$ cat src/rtl/serial_cmd_engine_pkg.sv
// Shared opcodes, reset values, FSM state encoding and opcode decode helpers
// for the UART command engine.
package serial_cmd_pkg;

    localparam logic [7:0] OP_VERSION   = 8'h00;
    localparam logic [7:0] OP_COINC     = 8'h01;
    localparam logic [7:0] OP_SEED      = 8'h06;
    localparam logic [7:0] OP_PRESCALE  = 8'h07;
    localparam logic [7:0] OP_HIST      = 8'h0A;
    localparam logic [7:0] OP_DEAD      = 8'h0B;
    localparam logic [7:0] OP_MASK      = 8'h0E;
    localparam logic [7:0] OP_TRIGNUM   = 8'h0F;
    localparam logic [7:0] OP_COUNTERS  = 8'h10;
    localparam logic [7:0] OP_RSTCLK    = 8'h11;
    localparam logic [7:0] OP_NLAYER    = 8'h13;
    localparam logic [7:0] OP_NHIT      = 8'h14;
    localparam logic [7:0] OP_READBACK  = 8'h15;

    localparam logic [7:0] NAK          = 8'hFF;
    localparam logic [7:0] COINC_LIMIT  = 8'd64;

    localparam logic [7:0]  COINC_RST    = 8'd20;
    localparam logic [7:0]  DEAD_RST     = 8'd50;
    localparam logic [63:0] MASK_RST     = 64'hFFFF_FFFF_FFFF_FFFF;
    localparam logic [31:0] PRESCALE_RST = 32'hFFFF_FFFF;

    typedef enum logic [2:0] {
        ST_IDLE,
        ST_ARGS,
        ST_EXEC,
        ST_SEND,
        ST_SEND_WAIT
    } state_e;

    function automatic logic [3:0] argCount(input logic [7:0] op);
        case (op)
            OP_COINC, OP_DEAD, OP_TRIGNUM, OP_NLAYER, OP_NHIT: argCount = 4'd1;
            OP_SEED, OP_PRESCALE:                              argCount = 4'd4;
            OP_MASK:                                           argCount = 4'd8;
            default:                                           argCount = 4'd0;
        endcase
    endfunction

    function automatic logic isKnown(input logic [7:0] op);
        case (op)
            OP_VERSION, OP_COINC, OP_SEED, OP_PRESCALE, OP_HIST, OP_DEAD,
            OP_MASK, OP_TRIGNUM, OP_COUNTERS, OP_RSTCLK, OP_NLAYER,
            OP_NHIT, OP_READBACK: isKnown = 1'b1;
            default:              isKnown = 1'b0;
        endcase
    endfunction

    function automatic int imax(input int a, input int b);
        imax = (a > b) ? a : b;
    endfunction

endpackage

$ cat src/rtl/serial_cmd_engine_if.sv
// Byte-level link between the UART rx/tx cores and the command engine.
interface serial_cmd_engine_if;
    logic       rx_ready;
    logic [7:0] rx_data;
    logic       tx_busy;
    logic       tx_start;
    logic [7:0] tx_data;

    modport master (output rx_ready, rx_data, tx_busy, input tx_start, tx_data);
    modport slave  (input rx_ready, rx_data, tx_busy, output tx_start, tx_data);
endinterface

$ cat src/rtl/serial_cmd_engine_byte_sender.sv
// Streams len_i bytes to the UART transmitter; the caller maps idx_o to byte_i.
module serial_byte_sender
    import serial_cmd_pkg::*;
#(
    parameter int IDX_W = 6,
    parameter int LEN_W = 7
) (
    input  logic             clk,
    input  logic             reset,
    input  logic             start_i,
    input  logic [LEN_W-1:0] len_i,
    output logic [IDX_W-1:0] idx_o,
    input  logic [7:0]       byte_i,
    input  logic             tx_busy_i,
    output logic             tx_start_o,
    output logic [7:0]       tx_data_o,
    output logic             done_o
);

    state_e           phase_q;
    logic [IDX_W-1:0] idx_q;
    logic             txStart_q;
    logic [7:0]       txData_q;

    assign done_o = (phase_q == ST_SEND_WAIT) && (LEN_W'(idx_q) == len_i - LEN_W'(1));

    // SEND_WAIT gives the transmitter one cycle to raise tx_busy before we look again
    always_ff @(posedge clk or posedge reset) begin
        if (reset) begin
            phase_q   <= ST_IDLE;
            idx_q     <= '0;
            txStart_q <= 1'b0;
            txData_q  <= 8'h00;
        end else begin
            txStart_q <= 1'b0;
            case (phase_q)
                ST_SEND: begin
                    if (!tx_busy_i) begin
                        txData_q  <= byte_i;
                        txStart_q <= 1'b1;
                        phase_q   <= ST_SEND_WAIT;
                    end
                end
                ST_SEND_WAIT: begin
                    if (done_o) begin
                        phase_q <= ST_IDLE;
                    end else begin
                        idx_q   <= idx_q + IDX_W'(1);
                        phase_q <= ST_SEND;
                    end
                end
                default: begin
                    if (start_i) begin
                        idx_q   <= '0;
                        phase_q <= ST_SEND;
                    end
                end
            endcase
        end
    end

    assign idx_o      = idx_q;
    assign tx_start_o = txStart_q;
    assign tx_data_o  = txData_q;

endmodule

$ cat src/rtl/serial_cmd_engine.sv
// UART command processor: decodes opcodes with fixed-length arguments, updates
// trigger configuration and streams snapshot replies through the byte sender.
module serial_cmd_engine
    import serial_cmd_pkg::*;
#(
    parameter int         NCH        = 8,
    parameter int         HIST_W     = 32,
    parameter int         CNT_W      = 56,
    parameter int         TIMEOUT    = 1000000,
    parameter logic [7:0] FW_VERSION = 8'd9
) (
    input  logic                  clk,
    input  logic                  reset,
    serial_cmd_engine_if.slave    bus,
    input  logic [NCH*HIST_W-1:0] histos_i,
    input  logic [NCH*CNT_W-1:0]  clock_counter_i,
    input  logic [NCH*8-1:0]      trigger_fired_i,
    output logic [7:0]            coincidence_time_o,
    output logic [7:0]            dead_time_o,
    output logic [7:0]            trigger_number_o,
    output logic [7:0]            n_layer_threshold_o,
    output logic [7:0]            n_hit_threshold_o,
    output logic [63:0]           trigger_mask_o,
    output logic [31:0]           prescale_o,
    output logic [31:0]           seed_o,
    output logic                  set_seed_o,
    output logic                  reset_hist_o,
    output logic                  reset_out_o,
    output logic                  reset_clock_o,
    output logic [7:0]            err_count_o
);

    localparam int CNT_BYTES = CNT_W / 8;
    localparam int HIST_LEN  = NCH * HIST_W / 8;
    localparam int CNT_LEN   = NCH * (CNT_BYTES + 1);
    localparam int MAX_LEN   = imax(imax(HIST_LEN, CNT_LEN), 5);
    localparam int IDX_W     = $clog2(MAX_LEN);
    localparam int LEN_W     = $clog2(MAX_LEN + 1);
    localparam int RB_W      = MAX_LEN * 8;
    localparam int TW        = (TIMEOUT > 1) ? $clog2(TIMEOUT) : 1;
    localparam logic [TW-1:0] TIMER_LAST = TW'((TIMEOUT > 0) ? TIMEOUT - 1 : 0);

    state_e            state_q;
    logic [7:0]        opcode_q;
    logic [2:0]        argCnt_q;
    logic [63:0]       args_q;
    logic [TW-1:0]     timer_q;
    logic [7:0]        coinc_q, dead_q, trigNum_q, nLayer_q, nHit_q, errCount_q;
    logic [63:0]       mask_q;
    logic [31:0]       prescale_q, seed_q;
    logic              setSeed_q, resetHist_q, resetOut_q, resetClock_q;
    logic [RB_W-1:0]   replyBuf_q, replyBuf_d;
    logic [LEN_W-1:0]  replyLen_q, replyLen_d;
    logic              errEvent, timeoutHit, lastArg;
    logic [IDX_W-1:0]  sendIdx;
    logic [7:0]        sendByte;
    logic              sendDone, sendStart;

    assign timeoutHit = (TIMEOUT != 0) && (timer_q == TIMER_LAST);
    assign lastArg    = (({1'b0, argCnt_q} + 4'd1) == argCount(opcode_q));
    assign sendStart  = (state_q == ST_EXEC) && (replyLen_d != '0);
    assign sendByte   = 8'(replyBuf_q >> {sendIdx, 3'b000});

    // Reply image captured in EXEC so the streamed bytes cannot shift under us
    always_comb begin
        replyBuf_d = '0;
        replyLen_d = '0;
        case (opcode_q)
            OP_VERSION: begin
                replyBuf_d[7:0] = FW_VERSION;
                replyLen_d      = LEN_W'(1);
            end
            OP_HIST: begin
                replyBuf_d[HIST_LEN*8-1:0] = histos_i;
                replyLen_d                 = LEN_W'(HIST_LEN);
            end
            OP_COUNTERS: begin
                for (int c = 0; c < NCH; c++) begin
                    replyBuf_d[c*(CNT_BYTES+1)*8 +: CNT_W]         = clock_counter_i[c*CNT_W +: CNT_W];
                    replyBuf_d[(c*(CNT_BYTES+1)+CNT_BYTES)*8 +: 8] = trigger_fired_i[c*8 +: 8];
                end
                replyLen_d = LEN_W'(CNT_LEN);
            end
            OP_RSTCLK: begin
                replyBuf_d[7:0] = OP_RSTCLK;
                replyLen_d      = LEN_W'(1);
            end
            OP_READBACK: begin
                replyBuf_d[39:0] = {nHit_q, nLayer_q, trigNum_q, dead_q, coinc_q};
                replyLen_d       = LEN_W'(5);
            end
            default: begin
                if (!isKnown(opcode_q)) begin
                    replyBuf_d[7:0] = NAK;
                    replyLen_d      = LEN_W'(1);
                end
            end
        endcase
    end

    always_comb begin
        errEvent = 1'b0;
        if (state_q == ST_ARGS && !bus.rx_ready && timeoutHit) begin
            errEvent = 1'b1;
        end
        if (state_q == ST_EXEC &&
            (!isKnown(opcode_q) || (opcode_q == OP_COINC && args_q[7:0] >= COINC_LIMIT))) begin
            errEvent = 1'b1;
        end
    end

    // Command FSM; configuration registers and pulses all change on the EXEC edge
    always_ff @(posedge clk or posedge reset) begin
        if (reset) begin
            state_q      <= ST_IDLE;
            opcode_q     <= 8'h00;
            argCnt_q     <= '0;
            args_q       <= '0;
            timer_q      <= '0;
            coinc_q      <= COINC_RST;
            dead_q       <= DEAD_RST;
            trigNum_q    <= 8'h00;
            nLayer_q     <= 8'h00;
            nHit_q       <= 8'h00;
            mask_q       <= MASK_RST;
            prescale_q   <= PRESCALE_RST;
            seed_q       <= '0;
            setSeed_q    <= 1'b0;
            resetHist_q  <= 1'b0;
            resetOut_q   <= 1'b0;
            resetClock_q <= 1'b0;
            errCount_q   <= 8'h00;
            replyBuf_q   <= '0;
            replyLen_q   <= '0;
        end else begin
            setSeed_q    <= 1'b0;
            resetHist_q  <= 1'b0;
            resetOut_q   <= 1'b0;
            resetClock_q <= 1'b0;
            if (errEvent && errCount_q != 8'hFF) begin
                errCount_q <= errCount_q + 8'd1;
            end
            case (state_q)
                ST_IDLE: begin
                    if (bus.rx_ready) begin
                        opcode_q <= bus.rx_data;
                        argCnt_q <= '0;
                        args_q   <= '0;
                        timer_q  <= '0;
                        state_q  <= (argCount(bus.rx_data) != 4'd0) ? ST_ARGS : ST_EXEC;
                    end
                end
                ST_ARGS: begin
                    if (bus.rx_ready) begin
                        args_q[{argCnt_q, 3'b000} +: 8] <= bus.rx_data;
                        argCnt_q <= argCnt_q + 3'd1;
                        timer_q  <= '0;
                        if (lastArg) begin
                            state_q <= ST_EXEC;
                        end
                    end else if (timeoutHit) begin
                        args_q  <= '0;
                        state_q <= ST_IDLE;
                    end else begin
                        timer_q <= timer_q + TW'(1);
                    end
                end
                ST_EXEC: begin
                    case (opcode_q)
                        OP_COINC: begin
                            if (args_q[7:0] < COINC_LIMIT) begin
                                coinc_q <= args_q[7:0];
                            end
                        end
                        OP_SEED: begin
                            seed_q    <= args_q[31:0];
                            setSeed_q <= 1'b1;
                        end
                        OP_PRESCALE: prescale_q   <= args_q[31:0];
                        OP_HIST:     resetHist_q  <= 1'b1;
                        OP_DEAD:     dead_q       <= args_q[7:0];
                        OP_MASK:     mask_q       <= args_q;
                        OP_TRIGNUM:  trigNum_q    <= args_q[7:0];
                        OP_COUNTERS: resetOut_q   <= 1'b1;
                        OP_RSTCLK:   resetClock_q <= 1'b1;
                        OP_NLAYER:   nLayer_q     <= args_q[7:0];
                        OP_NHIT:     nHit_q       <= args_q[7:0];
                        default: ;
                    endcase
                    replyBuf_q <= replyBuf_d;
                    replyLen_q <= replyLen_d;
                    state_q    <= (replyLen_d != '0) ? ST_SEND : ST_IDLE;
                end
                ST_SEND: begin
                    if (sendDone) begin
                        state_q <= ST_IDLE;
                    end
                end
                default: state_q <= ST_IDLE;
            endcase
        end
    end

    serial_byte_sender #(
        .IDX_W (IDX_W),
        .LEN_W (LEN_W)
    ) u_sender (
        .clk        (clk),
        .reset      (reset),
        .start_i    (sendStart),
        .len_i      (replyLen_q),
        .idx_o      (sendIdx),
        .byte_i     (sendByte),
        .tx_busy_i  (bus.tx_busy),
        .tx_start_o (bus.tx_start),
        .tx_data_o  (bus.tx_data),
        .done_o     (sendDone)
    );

    assign coincidence_time_o  = coinc_q;
    assign dead_time_o         = dead_q;
    assign trigger_number_o    = trigNum_q;
    assign n_layer_threshold_o = nLayer_q;
    assign n_hit_threshold_o   = nHit_q;
    assign trigger_mask_o      = mask_q;
    assign prescale_o          = prescale_q;
    assign seed_o              = seed_q;
    assign set_seed_o          = setSeed_q;
    assign reset_hist_o        = resetHist_q;
    assign reset_out_o         = resetOut_q;
    assign reset_clock_o       = resetClock_q;
    assign err_count_o         = errCount_q;

endmodule

$ cat src/flat_wrapper.sv
// flat-port wrapper written by rule: the top's interface ports become plain ports
module serial_cmd_engine_flat import serial_cmd_pkg::*;
#(
    parameter int         NCH        = 8,
    parameter int         HIST_W     = 32,
    parameter int         CNT_W      = 56,
    parameter int         TIMEOUT    = 1000000,
    parameter logic [7:0] FW_VERSION = 8'd9
)
  (clk, reset, histos_i, clock_counter_i, trigger_fired_i, coincidence_time_o, dead_time_o, trigger_number_o, n_layer_threshold_o, n_hit_threshold_o, trigger_mask_o, prescale_o, seed_o, set_seed_o, reset_hist_o, reset_out_o, reset_clock_o, err_count_o, bus_rx_ready, bus_rx_data, bus_tx_busy, bus_tx_start, bus_tx_data);
  serial_cmd_engine_if bus_i ();
  input  logic clk;
  input  logic reset;
  input  logic [NCH*HIST_W-1:0] histos_i;
  input  logic [NCH*CNT_W-1:0] clock_counter_i;
  input  logic [NCH*8-1:0] trigger_fired_i;
  output logic [7:0] coincidence_time_o;
  output logic [7:0] dead_time_o;
  output logic [7:0] trigger_number_o;
  output logic [7:0] n_layer_threshold_o;
  output logic [7:0] n_hit_threshold_o;
  output logic [63:0] trigger_mask_o;
  output logic [31:0] prescale_o;
  output logic [31:0] seed_o;
  output logic set_seed_o;
  output logic reset_hist_o;
  output logic reset_out_o;
  output logic reset_clock_o;
  output logic [7:0] err_count_o;
  input wire logic [$bits(bus_i.rx_ready)-1:0] bus_rx_ready;
  input wire logic [$bits(bus_i.rx_data)-1:0] bus_rx_data;
  input wire logic [$bits(bus_i.tx_busy)-1:0] bus_tx_busy;
  output wire logic [$bits(bus_i.tx_start)-1:0] bus_tx_start;
  output wire logic [$bits(bus_i.tx_data)-1:0] bus_tx_data;
  assign bus_i.rx_ready = bus_rx_ready;
  assign bus_i.rx_data = bus_rx_data;
  assign bus_i.tx_busy = bus_tx_busy;
  assign bus_tx_start = bus_i.tx_start;
  assign bus_tx_data = bus_i.tx_data;
  serial_cmd_engine #(.NCH(NCH), .HIST_W(HIST_W), .CNT_W(CNT_W), .TIMEOUT(TIMEOUT), .FW_VERSION(FW_VERSION)) u_core (.clk(clk), .reset(reset), .bus(bus_i), .histos_i(histos_i), .clock_counter_i(clock_counter_i), .trigger_fired_i(trigger_fired_i), .coincidence_time_o(coincidence_time_o), .dead_time_o(dead_time_o), .trigger_number_o(trigger_number_o), .n_layer_threshold_o(n_layer_threshold_o), .n_hit_threshold_o(n_hit_threshold_o), .trigger_mask_o(trigger_mask_o), .prescale_o(prescale_o), .seed_o(seed_o), .set_seed_o(set_seed_o), .reset_hist_o(reset_hist_o), .reset_out_o(reset_out_o), .reset_clock_o(reset_clock_o), .err_count_o(err_count_o));
endmodule
$ cat config.mk
export PLATFORM = sky130hd
export DESIGN_NAME = serial_cmd_engine_flat
export DESIGN_NICKNAME = d
export VERILOG_FILES = /design/src/rtl/serial_cmd_engine_pkg.sv /design/src/rtl/serial_cmd_engine_if.sv /design/src/rtl/serial_cmd_engine_byte_sender.sv /design/src/rtl/serial_cmd_engine.sv /design/src/flat_wrapper.sv
export SDC_FILE = /design/constraint.sdc
export NUM_CORES = 2
export LEC_CHECK = 0
export ABC_AREA = 1
export BUFFER_PORTS_ARGS = -buffer_cell sky130_fd_sc_hd__clkbuf_2
export CORE_AREA = 2 2 382 384
export DETAILED_ROUTE_END_ITERATION = 10
export DIE_AREA = 0 0 384 386
export PLACE_DENSITY_LB_ADDON = 0.25
export SLEW_MARGIN = 20
export SYNTH_ARGS = -nofsm -noshare
export SYNTH_HDL_FRONTEND = slang
export SYNTH_SLANG_ARGS = --single-unit
$ cat constraint.sdc
create_clock -name clk -period 50.3 [get_ports clk]
set_input_delay 10.06 -clock clk [delete_from_list [all_inputs] [get_ports clk]]
set_output_delay 10.06 -clock clk [all_outputs]
set_load 0.01 [all_outputs]
==> metrics.yaml <==
outcome: "finished, final reports clean"
grt_pass1_vias: 35660
cts.sinks: 810
min_path_type: "register to register"
r2r_setup_slack_ps: 45120
remaining_drc_errors: 0
nFillCells: 15360
r2r_cells: 11
core-area_um2: 144500
ys_warn_count: 0
layout_commonest_cell: "nand2_1"
hpwl_um: 133800
synth_top_flop_cell: "dfrtp_1"
gp_congestion: 0.9360
port_buffers: 968
path_class: "primary input to asynchronous set/reset pin"
finalNetCount: 6110
critical_path.startpoint_type: "primary input"
max_cap_viol_count: 0
period_needed_ps: 13310
p_leak_nw: 22.09
crit_required_ps: 51030
use_met2: 0.3903
use_met1: 0.3055
wire_per_inst_um: 24.64
netlist_area_um2: 37940
routed_wirelength_um: 181200
p_per_area_nw_per_um2: 45.96
max_slew_margin: 0.2375
syn_to_final_growth_pct: 26.62
final_cell_mix: "nand2_1 (1,323), clkbuf_2 (968), dfrtp_1 (706), o21ai_0 (539), inv_1 (392)"
dieHeight_um: 386
numCtsBuffers: 97
worstMarginPinSlew_ps: 1144
grtUsageTotal: 0.2388
cts_setup_buffers: 0
ios: 969
syn_area_per_cell_um2: 8.426
dieArea_um2: 148200
grt_use_met3: 0.05908
cts-root-buf: "clkbuf_16"
ctsHoldBuffers: 0
seq_area_frac_synth: 0.5375
finalCritPeriodShare: 0.2646
overflow: 0
grt_pass1_wl_um: 257300
finalSetupViolations: 0
clk_path_buf_depth: 3
hold_viol_final: 0
synth_xor_area_frac: 0.004847
start_util: 0.2626
max-vdd-ir-drop_mv: 0.03498
hp-start: "u_core.replyBuf_q[28]$_DFFE_PP0P_"
synth_edf_count: 0
synthAdderAreaFrac: 0.003627
grt_max_degree: 187
synth-simple-area-share: 0.1925
holdPathStages: 2
cts_tree: "built"
hold_end: "u_core.replyBuf_q[28]$_DFFE_PP0P_"
htreeDepth: 3
cts_resized: 0
antenna_found_initial: 56
synthArstFlopShare: 1.000
postLayoutCoreUtil: 0.3325
ant_nets: 0
drt_iter0_drc: 3214
syn_nets: 5294
worstPathArrival_ps: 14040
row_count: 140
busiest_layer: "met2"
slew_violations: 0
critPathCaptureType: "asynchronous set/reset pin"
insertion_delay_ps: 710
dr.pass1.iters: 5
r2r-end: "u_core.replyBuf_q[189]$_DFFE_PP0P_"
num_vias: 36030
ys_types: 50
synth_compound_area_frac: 0.1871
layout-drive-gt1-share: 0.2455
synth_top_family_by_area: "simple AND/OR/NAND/NOR gates"
holdWs_ps: 480.5
power_mw: 2.208
fin_tns_setup_ps: 0
finalClockSkew_ps: 35.19
fp.dieW_um: 384
rsz0062_at_grt: "false"
synth_seq_cells: 810
worstPathMaxFanout: 104
via_per_inst: 4.899
synth_mux_area_frac: 0
r2r-start: "u_core.state_q[1]$_DFFE_PP0P_"
netlist_instances: 4503
clk_pin_slew_worst_paths_ps: 60
fmax_ghz: 0.07513
logic make-up after synthesis:
| kind of cell | after synthesis |
|---|---|
| adder cells (fa/ha/maj) | 11 |
| buffers and inverters | 703 |
| XOR/XNOR | 21 |
| AO/OA/AOI/OAI | 1158 |
| flip-flops | 810 |
| AND/OR/NAND/NOR | 1800 |
worst max-delay path by stage:
stage / slack (ps) / endpoint / from / cells after the start
finish: 36990 / u_core.args_q[31]$_DFFE_PP0P_ / reset / 6
detailed placement: 36110 / u_core.args_q[24]$_DFFE_PP0P_ / reset / 6
global route: 36420 / u_core.args_q[31]$_DFFE_PP0P_ / reset / 6
global placement: 36150 / u_core.args_q[24]$_DFFE_PP0P_ / reset / 6
floorplan: 17660 / u_core.argCnt_q[0]$_DFFE_PP0P_ / reset / 1
CTS: 36900 / u_core.args_q[31]$_DFFE_PP0P_ / reset / 6
cell type report:
cell class / count / area (um^2) / area share
Sequential cell: 810 / 20400 / 0.4247
Multi-Input combinational cell: 2990 / 14780 / 0.3077
Timing Repair Buffer: 1015 / 5268 / 0.1096
Clock buffer: 135 / 2825 / 0.05880
Tap cell: 1917 / 2399 / 0.04992
Inverter: 405 / 1538 / 0.03201
Clock inverter: 46 / 739.5 / 0.01539
Antenna cell: 36 / 90.09 / 0.001875
through the flow:
| stage | instance area [um^2] | std cells | setup slack (ps) |
|---|---|---|---|
| 3_3_place_gp | 44380 | 7137 | 36150 |
| 4_1_cts | 47950 | 7318 | 36900 |
| 3_5_place_dp | 44380 | 7137 | 36110 |
| 5_1_grt | 48020 | 7344 | 36420 |
| 2_1_floorplan | 37940 | 4503 | 17660 |
| 6_report | 48050 | 7354 | 36990 |
flip-flops by register name (all words and copies together), names as in the netlist, 20 cells and up:
register / flops
u_core.trigger_mask_o: 64
u_core.timer_q: 20
u_core.replyBuf_q: 512
u_core.seed_o: 32
u_core.prescale_o: 32
u_core.args_q: 64
worst max-delay path, cell delays in order:
cell	delay (ps)
clkbuf_2	120
inv_8	500
buf_4	800
buf_4	740
buf_4	750
buf_4	730
Yosys cell counts (2+ instances only):
cell,number,area share
a22oi_1,2,0.00040
buf_4,8,0.0016
buf_6,2,0.00059
a32o_1,62,0.016
nand2_2,4,0.00066
nand2_1,1323,0.13
buf_2,110,0.015
nand3b_1,2,0.00040
dfstp_2,101,0.070
or2_2,2,0.00033
inv_2,8,0.00079
o21ai_0,539,0.071
o21ai_1,17,0.0022
nor2_2,3,0.00049
o211ai_1,189,0.037
ha_1,11,0.0036
xor2_1,17,0.0039
nand4_1,22,0.0036
o32ai_1,4,0.00092
a41oi_1,2,0.00046
nand3_1,308,0.041
nor2_1,114,0.011
nor2_4,5,0.0015
a21oi_4,7,0.0030
clkinv_1,3,0.00030
inv_1,394,0.039
xnor2_1,4,0.00092
a21o_1,2,0.00040
nor3_1,13,0.0017
buf_1,14,0.0014
a21oi_1,168,0.022
o22ai_1,83,0.014
a22o_1,71,0.016
dfrtp_1,709,0.47
clkbuf_1,163,0.016
a221oi_1,2,0.00046
a21oi_2,2,0.00046
layer usage:
metal | wire, um | share of wire
met5 | 171 | 0.00094
met4 | 5589 | 0.031
met3 | 13890 | 0.077
met2 | 86160 | 0.48
met1 | 75380 | 0.42
report_power, final:
group	leakage, nW	switching [mW]	internal (mW)
Sequential	10.8	0.0534	0.721
Combinational	9.51	0.483	0.162
Clock	1.73	0.308	0.481
Total	22.1	0.844	1.36
(Power assumes the default switching activity.)
